**src/rtl/mult_div_unit.sv**
```systemverilog
// Iterative signed multiply/divide engine: radix-2 Booth multiply and restoring
// divide on magnitudes, one step per clock, results presented on hi/lo.
module mult_div_unit #(
  parameter int WIDTH = 32
) (
  input  logic             clk,
  input  logic             reset_in,
  input  logic             start_mult,
  input  logic             start_div,
  input  logic [WIDTH-1:0] a,
  input  logic [WIDTH-1:0] b,
  output logic [WIDTH-1:0] hi,
  output logic [WIDTH-1:0] lo,
  output logic             mult_done,
  output logic             div_done,
  output logic             div_zero,
  output logic             busy
);

  // state | meaning
  // IDLE  | waiting for start_mult / start_div
  // MULT  | Booth steps, one per edge
  // DIV   | restoring divide steps, one quotient bit per edge
  // DONE  | hi/lo hold the fresh result, matching done flag high
  typedef enum logic [1:0] {IDLE, MULT, DIV, DONE} state_t;

  localparam int CW = $clog2(WIDTH + 1);

  state_t           state, state_nxt;
  logic [CW-1:0]    count;
  logic [WIDTH:0]   acc;
  logic [WIDTH-1:0] q_reg;
  logic [WIDTH-1:0] m_reg;
  logic             q_m1;
  logic             op_mult;
  logic             sign_a;
  logic             neg_q;
  logic             div_zero_q;

  logic             steps_done;
  logic             b_is_zero;
  logic [WIDTH-1:0] a_abs, b_abs;
  logic [WIDTH:0]   m_ext;
  logic [WIDTH:0]   booth_sum;
  logic [WIDTH:0]   div_shift;
  logic [WIDTH:0]   div_trial;
  logic [WIDTH-1:0] quo_signed, rem_signed;

  assign steps_done = (count == CW'(WIDTH));
  assign b_is_zero  = (b == '0);
  assign a_abs      = a[WIDTH-1] ? -a : a;
  assign b_abs      = b[WIDTH-1] ? -b : b;

  // Accumulator carries one guard bit so subtracting the most negative M cannot overflow.
  assign m_ext = {m_reg[WIDTH-1], m_reg};

  always_comb begin
    booth_sum = acc;
    case ({q_reg[0], q_m1})
      2'b01:   booth_sum = acc + m_ext;
      2'b10:   booth_sum = acc - m_ext;
      default: booth_sum = acc;
    endcase
  end

  assign div_shift  = {acc[WIDTH-1:0], q_reg[WIDTH-1]};
  assign div_trial  = div_shift - {1'b0, m_reg};
  assign quo_signed = neg_q  ? -q_reg : q_reg;
  assign rem_signed = sign_a ? -acc[WIDTH-1:0] : acc[WIDTH-1:0];

  always_ff @(posedge clk or negedge reset_in) begin
    if (!reset_in) state <= IDLE;
    else           state <= state_nxt;
  end

  always_comb begin
    state_nxt = state;
    case (state)
      IDLE: begin
        if (start_mult)                  state_nxt = MULT;
        else if (start_div && !b_is_zero) state_nxt = DIV;
      end
      MULT:    if (steps_done) state_nxt = DONE;
      DIV:     if (steps_done) state_nxt = DONE;
      DONE:    state_nxt = IDLE;
      default: state_nxt = IDLE;
    endcase
  end

  always_comb begin
    busy      = (state != IDLE);
    mult_done = (state == DONE) &&  op_mult;
    div_done  = (state == DONE) && !op_mult;
    div_zero  = div_zero_q;
  end

  always_ff @(posedge clk or negedge reset_in) begin
    if (!reset_in) begin
      count      <= '0;
      acc        <= '0;
      q_reg      <= '0;
      m_reg      <= '0;
      q_m1       <= 1'b0;
      op_mult    <= 1'b0;
      sign_a     <= 1'b0;
      neg_q      <= 1'b0;
      div_zero_q <= 1'b0;
      hi         <= '0;
      lo         <= '0;
    end else begin
      div_zero_q <= (state == IDLE) && start_div && !start_mult && b_is_zero;
      case (state)
        IDLE: begin
          if (start_mult) begin
            acc     <= '0;
            q_reg   <= b;
            m_reg   <= a;
            q_m1    <= 1'b0;
            count   <= '0;
            op_mult <= 1'b1;
          end else if (start_div && !b_is_zero) begin
            acc     <= '0;
            q_reg   <= a_abs;
            m_reg   <= b_abs;
            sign_a  <= a[WIDTH-1];
            neg_q   <= a[WIDTH-1] ^ b[WIDTH-1];
            count   <= '0;
            op_mult <= 1'b0;
          end
        end
        MULT: begin
          if (steps_done) begin
            hi <= acc[WIDTH-1:0];
            lo <= q_reg;
          end else begin
            acc   <= {booth_sum[WIDTH], booth_sum[WIDTH:1]};
            q_reg <= {booth_sum[0], q_reg[WIDTH-1:1]};
            q_m1  <= q_reg[0];
            count <= count + 1'b1;
          end
        end
        DIV: begin
          if (steps_done) begin
            hi <= rem_signed;
            lo <= quo_signed;
          end else begin
            // Negative trial means the divisor did not fit: keep the shifted remainder.
            if (div_trial[WIDTH]) begin
              acc   <= div_shift;
              q_reg <= {q_reg[WIDTH-2:0], 1'b0};
            end else begin
              acc   <= div_trial;
              q_reg <= {q_reg[WIDTH-2:0], 1'b1};
            end
            count <= count + 1'b1;
          end
        end
        default: ;
      endcase
    end
  end

endmodule

```
**config.mk**
```make
export PLATFORM = sky130hd
export DESIGN_NAME = mult_div_unit
export DESIGN_NICKNAME = d
export VERILOG_FILES = /design/src/rtl/mult_div_unit.sv
export SDC_FILE = /design/constraint.sdc
export NUM_CORES = 1
export LEC_CHECK = 0
export ABC_CLOCK_PERIOD_IN_PS = 4600
export BUFFER_PORTS_ARGS = -buffer_cell sky130_fd_sc_hd__buf_2
export CAP_MARGIN = 25
export CELL_PAD_IN_SITES_DETAIL_PLACEMENT = 1
export CELL_PAD_IN_SITES_GLOBAL_PLACEMENT = 1
export CORE_UTILIZATION = 41
export DETAILED_ROUTE_END_ITERATION = 7
export PLACE_DENSITY = 0.84
export SETUP_SLACK_MARGIN = 0.4
export SYNTH_ARGS = -nofsm -noshare
export SYNTH_HDL_FRONTEND = slang
export SYNTH_SLANG_ARGS = --single-unit
```
**constraint.sdc**
```tcl
create_clock -name clk -period 4.6 [get_ports clk]
set_clock_uncertainty 0.15 [all_clocks]
set_input_delay 0.23 -clock clk [delete_from_list [all_inputs] [get_ports clk]]
set_output_delay 0.23 -clock clk [all_outputs]
set_load 0.1 [all_outputs]
```
## Word-level counts from Yosys, hierarchy flattened

Index checks and enable logic that the tools add are counted.

- Register bits after elaboration: 174
- Bits in latches: 0
- Memory bits (writable): 0
- Memory bits (read-only): 0
- Input bits: 68
- Memories kept: 0

- $add $sub $neg: 8
- Multipliers: 0
- Divide/modulo/power cells: 0
- Magnitude comparators: 0
- Eq/ne operators: 14
- Shift operators: 0
- Multiplexer cells: 38
- Bitwise gates (word level): 2
- Reductions and logical operators: 25

Operators with widths:

| operator | number |
|---|---|
| 32-bit two-way mux | 14 |
| 33-bit two-way mux | 5 |
| 32-bit negation | 4 |
| 32-bit one-hot mux with 2 select lines | 2 |
| 33-bit one-hot mux with 3 select lines | 1 |
| 32-bit one-hot mux with 3 select lines | 1 |
| 33-bit one-hot mux with 2 select lines | 1 |
| 33-bit adder | 1 |
| 33-bit by 32-bit subtractor with 33-bit output | 1 |
| 33-bit subtractor | 1 |
| 32-bit logical NOT | 1 |
| 6-bit two-way mux | 3 |
| 2-bit != test (second input constant) | 6 |
| 6-bit one-hot mux with 2 select lines | 1 |
| 3-bit AND reduction | 4 |
| 2-bit nonzero test | 5 |
| 6-bit by 1-bit adder with 6-bit output (second input constant) | 1 |
| 2-bit == test (second input constant) | 3 |
| 6-bit == test (second input constant) | 1 |
| 1-bit logical AND | 6 |
| 2-bit two-way mux | 3 |
| 2-bit one-hot mux with 3 select lines | 1 |
| 1-bit two-way mux | 5 |
| 2-bit by 1-bit == test with 1-bit output (second input constant) | 2 |
| 11 further kinds | 14 |

## Logic depth before layout (Yosys ltp)

Gate-level depths: netlist (run 1).

- Word-level depth: 6
- Gate-level depth with buffers: 21

## Least setup slack after synthesis (run 1)

Ideal clock, no wire load.

- Path type: register -> register
- Start point: register m_reg[2]
- End point: register acc[32]
- Arrival: 4.263 ns
- Data required time: 4.324 ns
- Setup slack: 0.061 ns
- Stages on the path, launching flop included: 21
- Period minus slack after synthesis: 4.539 ns
- Cell sequence: dfrtp_1 > nor3_1 > and3_1 > nor2b_1 > nand2_1 > nor3b_1 > and3_1 > a21oi_1 > xnor2_1 > ha_1 > clkbuf_1 > a21o_1 > a21o_1 > a2111oi_0 > o21bai_1 > a221oi_1 > a31oi_1 > xnor2_1 > o21ai_0 > nand2_1 > a221o_1

- Cells in the longest elaborated chain, start to end: 4
- Elaborated cells between the ends (all ways): 8
- Classes of those cells: add/sub (3); mux (5)

Ends and longest elaborated chain:

| item | RTL line | text |
|---|---|---|
| from (decl) | 33 | `logic [WIDTH-1:0] m_reg;` |
| from (signal assigned) | 124 | `m_reg <= b_abs;` |
| 33-bit subtractor (tied with other cells) | 61 | `2'b10: booth_sum = acc - m_ext;` |
| 33-bit one-hot mux with 2 select lines or 33-bit two-way mux (tied branches) | 59, 148 |  |
| 33-bit two-way mux (on tied branches) | 132, 143 |  |
| 33-bit one-hot mux with 3 select lines (*) | 112 | `case (state)` |
| to (signal assigned) | 136 | `acc <= {booth_sum[WIDTH], booth_sum[WIDTH:1]};` |
| to (signal assigned) | 149 | `acc <= div_shift;` |
| to (signal assigned) | 152 | `acc <= div_trial;` |
| to (decl) | 31 | `logic [WIDTH:0] acc;` |

Mark *: on every way between the ends. The rest lies on a longest branch, timed or not. The select of a mux whose other input is x is not followed.
A chain may end at the register's enable or synchronous reset.

## Final worst setup path (run 1)

- Start point: register m_reg[5]
- End point: register acc[30]

The elaborated chain is that of the path after synthesis.

==> results of run 1 <==
## cells by family after synthesis
logic type / count (synthesis) / share of synthesized area
AOI/OAI and AO/OA: 623 / 0.261
and+or+nand+nor: 606 / 0.186
buffers and inverters: 195 / 0.0495
xor gates and xnor gates: 193 / 0.114
DFF: 174 / 0.293
adders and majority gates: 80 / 0.0683
muxes: 41 / 0.0293
## per-layer routing
| layer | vias to the layer above | wire length [µm] |
|---|---|---|
| li1 | 7211 | - |
| met1 | 7838 | 24900 |
| met2 | 567 | 27000 |
| met3 | 124 | 3000 |
| met4 | 0 | 1800 |
| met5 | - | 0 |
## power groups by stage
stage	combinational, mW	clock, mW	sequential [mW]
3_3_place_gp	8.87	0	2.64
4_1_cts	9.75	1.51	2.65
2_1_floorplan	6.64	0	2.41
6_report	11.0	1.50	2.69
3_5_place_dp	9.18	0	2.67
5_1_grt	11.8	1.55	2.74
## cells in the final DEF (no fill, tap or decap), drive strengths merged, types with 21 or more instances in the layout
master / instances
mux2i: 21
xor2: 76
a221oi: 29
nand3: 30
o21ai: 176
inv: 82
dfrtp: 174
ha: 78
nor2: 201
o31ai: 42
xnor2: 117
buf: 251
a21oi: 197
nor3: 48
a31oi: 25
nand2b: 22
a21o: 27
nand2: 196
## through the flow
step           std cells  cell area (µm²)  power, mW  hold WS, ns  setup slack (ns)
4_1_cts             2519            17300       13.9     0.000270             0.366
3_5_place_dp        2451            16200       11.9        0.320            0.0317
2_1_floorplan       1912            14900       9.05       -0.216             0.369
6_report            2548            17900       15.2       0.0274             0.261
5_1_grt             2548            17900       16.1       0.0301             0.161
3_3_place_gp        2451            16200       11.5        0.317             0.121
## area by class of cell
class	count	area share
well taps	461	0.0322
flip-flops and latches	174	0.243
repair buffers	262	0.102
clock inverters	14	0.00845
clock buffers	17	0.0238
multi-input cells	1543	0.574
inverters	77	0.0161
## worst max path at each step
| stage | from | slack [ns] | cells past startpoint | to |
|---|---|---|---|---|
| floorplan | m_reg[3] | 0.37 | 20 | acc[32] |
| global placement | q_reg[31] | 0.12 | 18 | acc[30] |
| detailed placement | m_reg[0] | 0.03 | 17 | acc[30] |
| CTS | m_reg[0] | 0.37 | 17 | acc[4] |
| global route | m_reg[13] | 0.16 | 17 | acc[7] |
| finish | m_reg[5] | 0.26 | 18 | acc[30] |
## tightest hold or removal path, stage by stage
cell and delay (ns):
buf_2 0.13, a21oi_1 0.10, o21ai_0 0.15
## what timing repair did
| item | 4_1_cts | 5_1_grt |
|---|---|---|
| pin swaps | 22 | 66 |
| cloned | 1 | 2 |
| hold endpoints to repair | 183 | 0 |
| gates resized for setup | 48 | 92 |
| endpoints found under the setup margin | 34 | 34 |
| buffers inserted | 27 | 26 |
| hold buffers | 9 | 0 |
==> flow_summary.json, run 1 <==
{
  "hold_viol": 0,
  "path_class": "flip-flop to flip-flop",
  "worst-endpoint-required_ns": 4.79,
  "die_x_um": 193,
  "cts_sinks": 174,
  "initial_core_util": 0.417,
  "synthCells": 1912,
  "vias": 15700,
  "clockPowerShare": 0.099,
  "pwr-share-comb": 0.724,
  "syn_avg_cell_area_um2": 7.78,
  "drtIter0Drc": 1176,
  "antenna_found_initial": 0,
  "grt_max_degree": 175,
  "grt.busiest_layer": "met2",
  "min_from": "a[13]",
  "fin_crit_sh": 0.943,
  "ios": 136,
  "antenna_cells": 0,
  "final_util": 0.502,
  "clk_path_buf_depth": 2,
  "ys_warn_count": 0,
  "regToRegEndpoint": "acc[30]",
  "hold_end": "m_reg[13]",
  "root_buffer": "clkbuf_16",
  "hold_path.class": "primary input to flip-flop",
  "async_flop_share": 1.00,
  "grt_overflow": 0,
  "fin_crit_ns": 4.34,
  "finalSetupViolCount": 0,
  "num-nets-final": 2223,
  "drv_cap": 0,
  "critPathMaxFanout": 6,
  "path_cells": "inv_2 -> nand4_1 -> nor2_4 -> and3_4 -> nor2_1 -> xnor2_1 -> ha_2 -> a21oi_1 -> o21bai_1 -> a21oi_1 -> o21a_1 -> o211ai_1 -> a221oi_2 -> o21ai_1 -> buf_4 -> a2111o_1 -> nand3_1 -> nand2_1",
  "max_freq_ghz": 0.230,
  "rsz0062_at_grt": "true",
  "final_antenna_net_count": 0,
  "pwr-share-seq": 0.177,
  "seq_area_um2": 4360,
  "viasPerCell": 6.18,
  "routedWlPerCell_um": 22.3,
  "synth_top_cell_by_area": "dfrtp_1",
  "p_int_mw": 7.04,
  "hold_depth": 3,
  "ys_top_cells_by_count": "nor2_1, a21oi_1, nand2_1, dfrtp_1, o21ai_0",
  "grtUsageMet3": 0.0326,
  "fill_cells": 4342,
  "yosysUniqueCellTypes": 70,
  "wirelength_mm": 56.7,
  "dp_hpwl_mm": 38.9,
  "synth_top_area_frac": 0.293,
  "ir_drop_uv": 376,
  "path_buf_inv": 2,
  "rows": 69,
  "violations": "design-rule violations",
  "yosysMostFrequentCell": "nor2_1",
  "drc_errors": 6,
  "synth_ff_type": "dfrtp_1",
  "powerDensity_nw_per_um2": 848,
  "maxSlewViolCount": 0,
  "switchingPower_mw": 8.14,
  "largest_register_ffs": 33,
  "die-area_um2": 37100,
  "fp.dieH_um": 193,
  "cts_inserted_buffers": 17,
  "cp-end-kind": "flip-flop",
  "cts-htree-levels": 4,
  "r2r_setup_slack_ns": 0.26,
  "max-slew-margin-rel": 0.145,
  "syn_area_um2": 14900,
  "synth.area.top_cells": "dfrtp_1, xnor2_1, a21oi_1",
  "reg2reg_from": "m_reg[5]",
  "dr.pass1.iters": 8,
  "fin_setup_tns_ns": 0,
  "path_clk_slew_ns": 0.09,
  "worstSetupStartpointType": "flip-flop",
  "core_area_um2": 35700,
  "drive_above_1_share": 0.198,
  "slowest_stage": "dfrtp_1",
  "multiInputGateArea_um2": 10300,
  "worst_pin_slew_ns": 1.28,
  "critPathTopFamily": "compound AO/OA/AOI/OAI gates",
  "grt_use_total": 0.292,
  "worst_path_most_repeated_cell": "a21oi_1",
  "cpPeakStageDelay_ns": 0.43,
  "grt_pass1_vias": 15200,
  "clkLatencyLatePin_ns": 0.47,
  "status": "finished, violations left",
  "synth_seq_area_share": 0.293,
  "use_met1": 0.399,
  "cp_data_arrival_time_ns": 4.53,
  "cellLeakagePower_nw": 7.77,
  "syn-num-nets": 2060,
  "switching_share": 0.536,
  "finalWeightedCongestion": 0.948,
  "grt_pass1_wl_mm": 84.3,
  "ys_ff_latch": 174,
  "cts_tree": "done",
  "synth-edff-count": 0,
  "gr-usage-met2": 0.476,
  "area_growth_pct": 20.4,
  "port_buffers": 135,
  "largest-register": "acc",
  "ff2ff_path_depth": 18
}
(Power assumes the default switching activity.)
==> inputs of run 2 (changes only) <==
Settings changed: BUFFER_PORTS_ARGS -buffer_cell sky130_fd_sc_hd__buf_2 to not set, CORE_UTILIZATION 41 to 44, DONT_BUFFER_PORTS set to 1.
==> run 2 against run 1 <==
Against the previous run:
- the run ends with negative hold slack left
- sequential power increased by 3%
- hold slack got worse by 0.73 ns
- setup slack worse by 0.13 ns
- final area up 0.61%
- largest cell class unchanged
==> flow_summary.json, run 2 (synthesized netlist as in run 1, its figures left out) <==
{
  "hold_path.class": "primary input to asynchronous set/reset pin",
  "p_int_mw": 6.99,
  "num-nets-final": 2177,
  "ir_drop_uv": 404,
  "cpPeakStageDelay_ns": 0.44,
  "die_x_um": 186,
  "cts_inserted_buffers": 17,
  "clockPowerShare": 0.100,
  "ios": 136,
  "cp-end-kind": "flip-flop",
  "drc_errors": 0,
  "cts-htree-levels": 4,
  "rows": 66,
  "routedWlPerCell_um": 24.9,
  "r2r_setup_slack_ns": 0.13,
  "reg2reg_from": "m_reg[2]",
  "dp_hpwl_mm": 39.0,
  "pwr-share-comb": 0.718,
  "regToRegEndpoint": "acc[31]",
  "critPathTopFamily": "simple AND/OR/NAND/NOR gates",
  "drive_above_1_share": 0.143,
  "fin_setup_tns_ns": 0,
  "initial_core_util": 0.453,
  "root_buffer": "clkbuf_16",
  "holdBufCountCts": 91,
  "maxSlewViolCount": 0,
  "path_buf_inv": 2,
  "largest-register": "acc",
  "grtUsageMet3": 0.0814,
  "clk_path_buf_depth": 2,
  "viasPerCell": 6.53,
  "layout_commonest_cell": "nor2_1",
  "use_met1": 0.436,
  "powerDensity_nw_per_um2": 841,
  "grt_pass1_vias": 16600,
  "finalWeightedCongestion": 0.956,
  "cellLeakagePower_nw": 7.44,
  "rsz0062_at_grt": "true",
  "path_clk_slew_ns": 0.09,
  "worst_pin_slew_ns": 1.08,
  "fill_cells": 4003,
  "gr-usage-met2": 0.557,
  "drtIter0Drc": 1368,
  "area_growth_pct": 21.1,
  "port_buffers": 0,
  "clkLatencyLatePin_ns": 0.49,
  "cp.depth": 20,
  "path_cells": "nor3_4 -> and3_4 -> nor2b_4 -> nand2_2 -> nor3_1 -> nor2_1 -> xnor2_1 -> ha_1 -> nand4_1 -> nor3_1 -> nand3_1 -> nand4_1 -> nand3_2 -> buf_6 -> buf_6 -> a31oi_2 -> xnor2_2 -> nor3_2 -> a31oi_1 -> nand4_1",
  "hold_slack_ns": -0.705,
  "grt_max_degree": 175,
  "finalSetupViolCount": 0,
  "cts_tree": "done",
  "startpoint": "m_reg[2]",
  "largest_register_ffs": 33,
  "placed_area_um2": 15500,
  "cts_sinks": 174,
  "final_area_um2": 18000,
  "drv_cap": 0,
  "final_antenna_net_count": 0,
  "grt.busiest_layer": "met2",
  "max_freq_ghz": 0.224,
  "hold_viol": 174,
  "status": "finished, violations left",
  "fin_crit_ns": 4.47,
  "critPathMaxFanout": 5,
  "fin_crit_sh": 0.972,
  "dr.pass1.iters": 7,
  "grt_pass1_wl_mm": 93.0,
  "worst_path_most_repeated_cell": "nand4_1",
  "path_class": "flip-flop to flip-flop",
  "fp.dieH_um": 186,
  "ff2ff_path_depth": 20,
  "violations": "negative hold slack",
  "endpoint": "acc[31]",
  "slowest_stage": "dfrtp_2",
  "final_cell_mix": "nor2_1, a21oi_1, nand2_1, dfrtp_1, o21ai_0",
  "pwr-share-seq": 0.182,
  "vias": 16200,
  "die-area_um2": 34600,
  "grt_overflow": 0,
  "worst-endpoint-required_ns": 4.79,
  "power_mw": 15.2,
  "worstSetupStartpointType": "flip-flop",
  "switching_share": 0.539,
  "switchingPower_mw": 8.17,
  "grt_use_total": 0.350,
  "antenna_found_initial": 2,
  "max-slew-margin-rel": 0.276,
  "wirelength_mm": 61.8,
  "cp_data_arrival_time_ns": 4.66,
  "core_area_um2": 32900
}
run 2: worst min-delay path by stage:
stage,start,end,slack [ns]
after CTS,reset_in,hi[7],-0.71
final,reset_in,hi[7],-0.71
after detailed placement,reset_in,hi[5],-0.20
after global routing,reset_in,hi[7],-0.72
after floorplan,reset_in,acc[0],-0.22
after global placement,reset_in,hi[5],-0.20
run 2: worst register-to-register path: stages (launching register included):
cell	delay, ns
dfrtp_2	0.44
nor3_4	0.23
and3_4	0.23
nor2b_4	0.18
nand2_2	0.09
nor3_1	0.22
nor2_1	0.09
xnor2_1	0.17
ha_1	0.40
nand4_1	0.25
nor3_1	0.24
nand3_1	0.17
nand4_1	0.25
nand3_2	0.13
buf_6	0.14
buf_6	0.12
a31oi_2	0.21
xnor2_2	0.16
nor3_2	0.09
a31oi_1	0.24
nand4_1	0.11
run 2: what timing repair did:
item / in CTS / in global routing
buffers inserted: 32 / 35
resized for setup: 57 / 68
cloned: 1 / 1
endpoints found under the setup margin: 34 / 34
pin swaps: 37 / 36
hold endpoints to repair: 237 / 174
run 2: through the flow:
step	instances	setup slack (ns)	utilization	hold WS, ns
2_1_floorplan	1912	0.369	-	-0.216
3_3_place_gp	2292	0.173	0.471	-0.203
3_5_place_dp	2292	-0.0188	0.471	-0.203
4_1_cts	2448	0.381	0.532	-0.713
5_1_grt	2485	0.0187	0.548	-0.723
6_report	2486	0.129	0.548	-0.705
run 2: power by group through the flow:
stage               combinational, mW  clock [mW]  sequential, mW
floorplan                        6.64           0            2.41
global placement                 8.81           0            2.67
detailed placement               9.11           0            2.71
CTS                              9.81        1.52            2.70
global route                     11.6        1.57            2.81
finish                           10.9        1.51            2.77
run 2: area by class of cell:
cell class                 instances  area, µm²  area share
multi-input combinational       1543      10300       0.571
sequential                       174       4370       0.242
timing repair buffer             216       1940       0.107
tap                              442        553      0.0307
clock buffer                      18        429      0.0238
inverter                          77        292      0.0162
clock inverter                    14        148     0.00819
antenna                            2       5.00    0.000278
run 2: layer usage:
layer  vias to the layer above  routed length (µm)
li1                       7128                   -
met5                         -                   0
met2                       819               28300
met3                       229                5160
met1                      8057               25000
met4                         0                3330
==> inputs of run 3 (changes only) <==
Settings changed: CORE_MARGIN set to 4, RECOVER_POWER set to 50.
==> run 3 against run 2 <==
Against the previous run:
- sequential power hardly changed
- clock power hardly changed
- critical path type unchanged
- the run still ends with negative hold slack left
- non-clock buffer count is 9 lower
- sequential share of layout area is 0.097 points lower
- wire length is 3.0% higher
- cell count is 0.12% lower
- maximum frequency is 0.30% higher
- sequential cell count stayed put
- critical path depth is 1 lower
- combinational power is 4% higher
- setup slack better by 0.014 ns
==> flow_summary.json, run 3 (synthesized netlist as in run 1, its figures left out) <==
{
  "status": "finished, violations left",
  "violations": "negative hold slack",
  "ios": 136,
  "grt_overflow": 0,
  "dr.pass1.iters": 6,
  "fill_cells": 3935,
  "rsz0062_at_grt": "true",
  "cp_data_arrival_time_ns": 4.65,
  "area_growth_pct": 21.6,
  "finalWeightedCongestion": 0.906,
  "final_cells": 2483,
  "clkLatencyLatePin_ns": 0.49,
  "cp-end-kind": "flip-flop",
  "slowest_stage": "dfrtp_1",
  "root_buffer": "clkbuf_16",
  "regToRegEndpoint": "acc[0]",
  "initial_core_util": 0.445,
  "max-slew-margin-rel": 0.258,
  "reg2reg_from": "m_reg[0]",
  "routedWlPerCell_um": 25.6,
  "seq_area_um2": 4370,
  "clk_path_buf_depth": 2,
  "power_mw": 15.6,
  "wirelength_mm": 63.7,
  "max_freq_ghz": 0.224,
  "viasPerCell": 6.57,
  "final_antenna_net_count": 0,
  "multiInputGateArea_um2": 10400,
  "cpPeakStageDelay_ns": 0.42,
  "drive_above_1_share": 0.145,
  "grt_pass1_wl_mm": 96.6,
  "cellLeakagePower_nw": 7.45,
  "dp_cells": 2298,
  "port_buffers": 0,
  "num-nets-final": 2168,
  "path_buf_inv": 2,
  "finalSetupViolCount": 0,
  "drc_errors": 0,
  "worstSetupStartpointType": "flip-flop",
  "grt_max_degree": 175,
  "worst_pin_slew_ns": 1.11,
  "path_cells": "ha_4 -> fa_2 -> nand2b_4 -> a21oi_4 -> a41oi_2 -> o211ai_1 -> a31oi_2 -> a211oi_2 -> o21ai_2 -> nand2b_1 -> nand3_2 -> a311oi_4 -> ha_4 -> buf_12 -> buf_16 -> o21ai_0 -> o21ai_0 -> nand3_1 -> o21ai_0",
  "fp.dieH_um": 192,
  "wl_met2_mm": 30.1,
  "path_class": "flip-flop to flip-flop",
  "hold_slack_ns": -0.710,
  "largest-register": "acc",
  "dp_hpwl_mm": 38.9,
  "die-area_um2": 36800,
  "maxSlewViolCount": 0,
  "critPathTopFamily": "compound AO/OA/AOI/OAI gates",
  "final_cell_mix": "nor2_1, a21oi_1, nand2_1, dfrtp_1, o21ai_0",
  "cts-htree-levels": 4,
  "fin_crit_sh": 0.969,
  "worst_path_most_repeated_cell": "o21ai_0",
  "critPathMaxFanout": 7,
  "powerDensity_nw_per_um2": 860,
  "cts_tree": "done",
  "wl_met3_mm": 5.34,
  "holdBufCountCts": 87,
  "grt_pass1_vias": 16700,
  "ir_drop_uv": 368,
  "ff2ff_path_depth": 19,
  "layout_commonest_cell": "nor2_1",
  "highest_layer": "met5",
  "r2r_setup_slack_ns": 0.14,
  "cts_inserted_buffers": 17,
  "path_clk_slew_ns": 0.08,
  "wl_met1_mm": 24.7,
  "fin_crit_ns": 4.46,
  "largest_register_ffs": 33,
  "rows": 67,
  "antenna_found_initial": 2,
  "drv_cap": 0,
  "core_area_um2": 33400,
  "grt_use_total": 0.334,
  "vias": 16300,
  "die_x_um": 192,
  "hold_path.class": "primary input to asynchronous set/reset pin",
  "cts_sinks": 174,
  "hold_viol": 174,
  "drtIter0Drc": 1393,
  "worst-endpoint-required_ns": 4.79
}
run 3: worst max-delay path by stage:
| stage | start | end | slack, ns | depth (start not counted) |
|---|---|---|---|---|
| final | m_reg[0] | acc[0] | 0.14 | 19 |
| after global routing | m_reg[4] | acc[31] | -0.06 | 21 |
| after CTS | m_reg[2] | acc[31] | 0.37 | 19 |
| after detailed placement | q_reg[31] | acc[30] | -0.08 | 18 |
| after global placement | q_reg[31] | acc[30] | 0.11 | 18 |
| after floorplan | m_reg[3] | acc[32] | 0.37 | 20 |
run 3: layer usage:
layer,vias up,GRT usage
met5,-,0
met4,2,0.170
met3,249,0.0840
met2,854,0.542
met1,8078,0.412
li1,7129,-
run 3: metrics by stage:
step | TNS (ns) | area, µm² | util | setup slack (ns)
floorplan | 0 | 14900 | - | 0.369
global placement | 0 | 15500 | 0.463 | 0.107
detailed placement | -0.133 | 15500 | 0.463 | -0.0836
CTS | 0 | 17500 | 0.524 | 0.367
global route | -0.109 | 18100 | 0.541 | -0.0555
finish | 0 | 18100 | 0.541 | 0.143
run 3: area by class of cell:
cell class / count / area share
Clock inverter: 14 / 0.00782
Tap cell: 448 / 0.0310
Timing Repair Buffer: 207 / 0.106
Antenna cell: 3 / 0.000415
Sequential cell: 174 / 0.241
Clock buffer: 17 / 0.0235
Inverter: 77 / 0.0165
Multi-Input combinational cell: 1543 / 0.574
run 3: power breakdown:
part	leakage [nW]	switching (mW)	internal (mW)
registers	2.30	0.795	1.96
logic	4.88	6.79	4.51
clock network	0.271	0.792	0.720
run 3: timing repair:
item / CTS / global route
pin swaps: 35 / 60
resized for setup: 65 / 90
gates cloned: 2 / 1
buffers inserted: 37 / 24
hold endpoints to repair: 237 / 174
endpoints found under the setup margin: 34 / 34
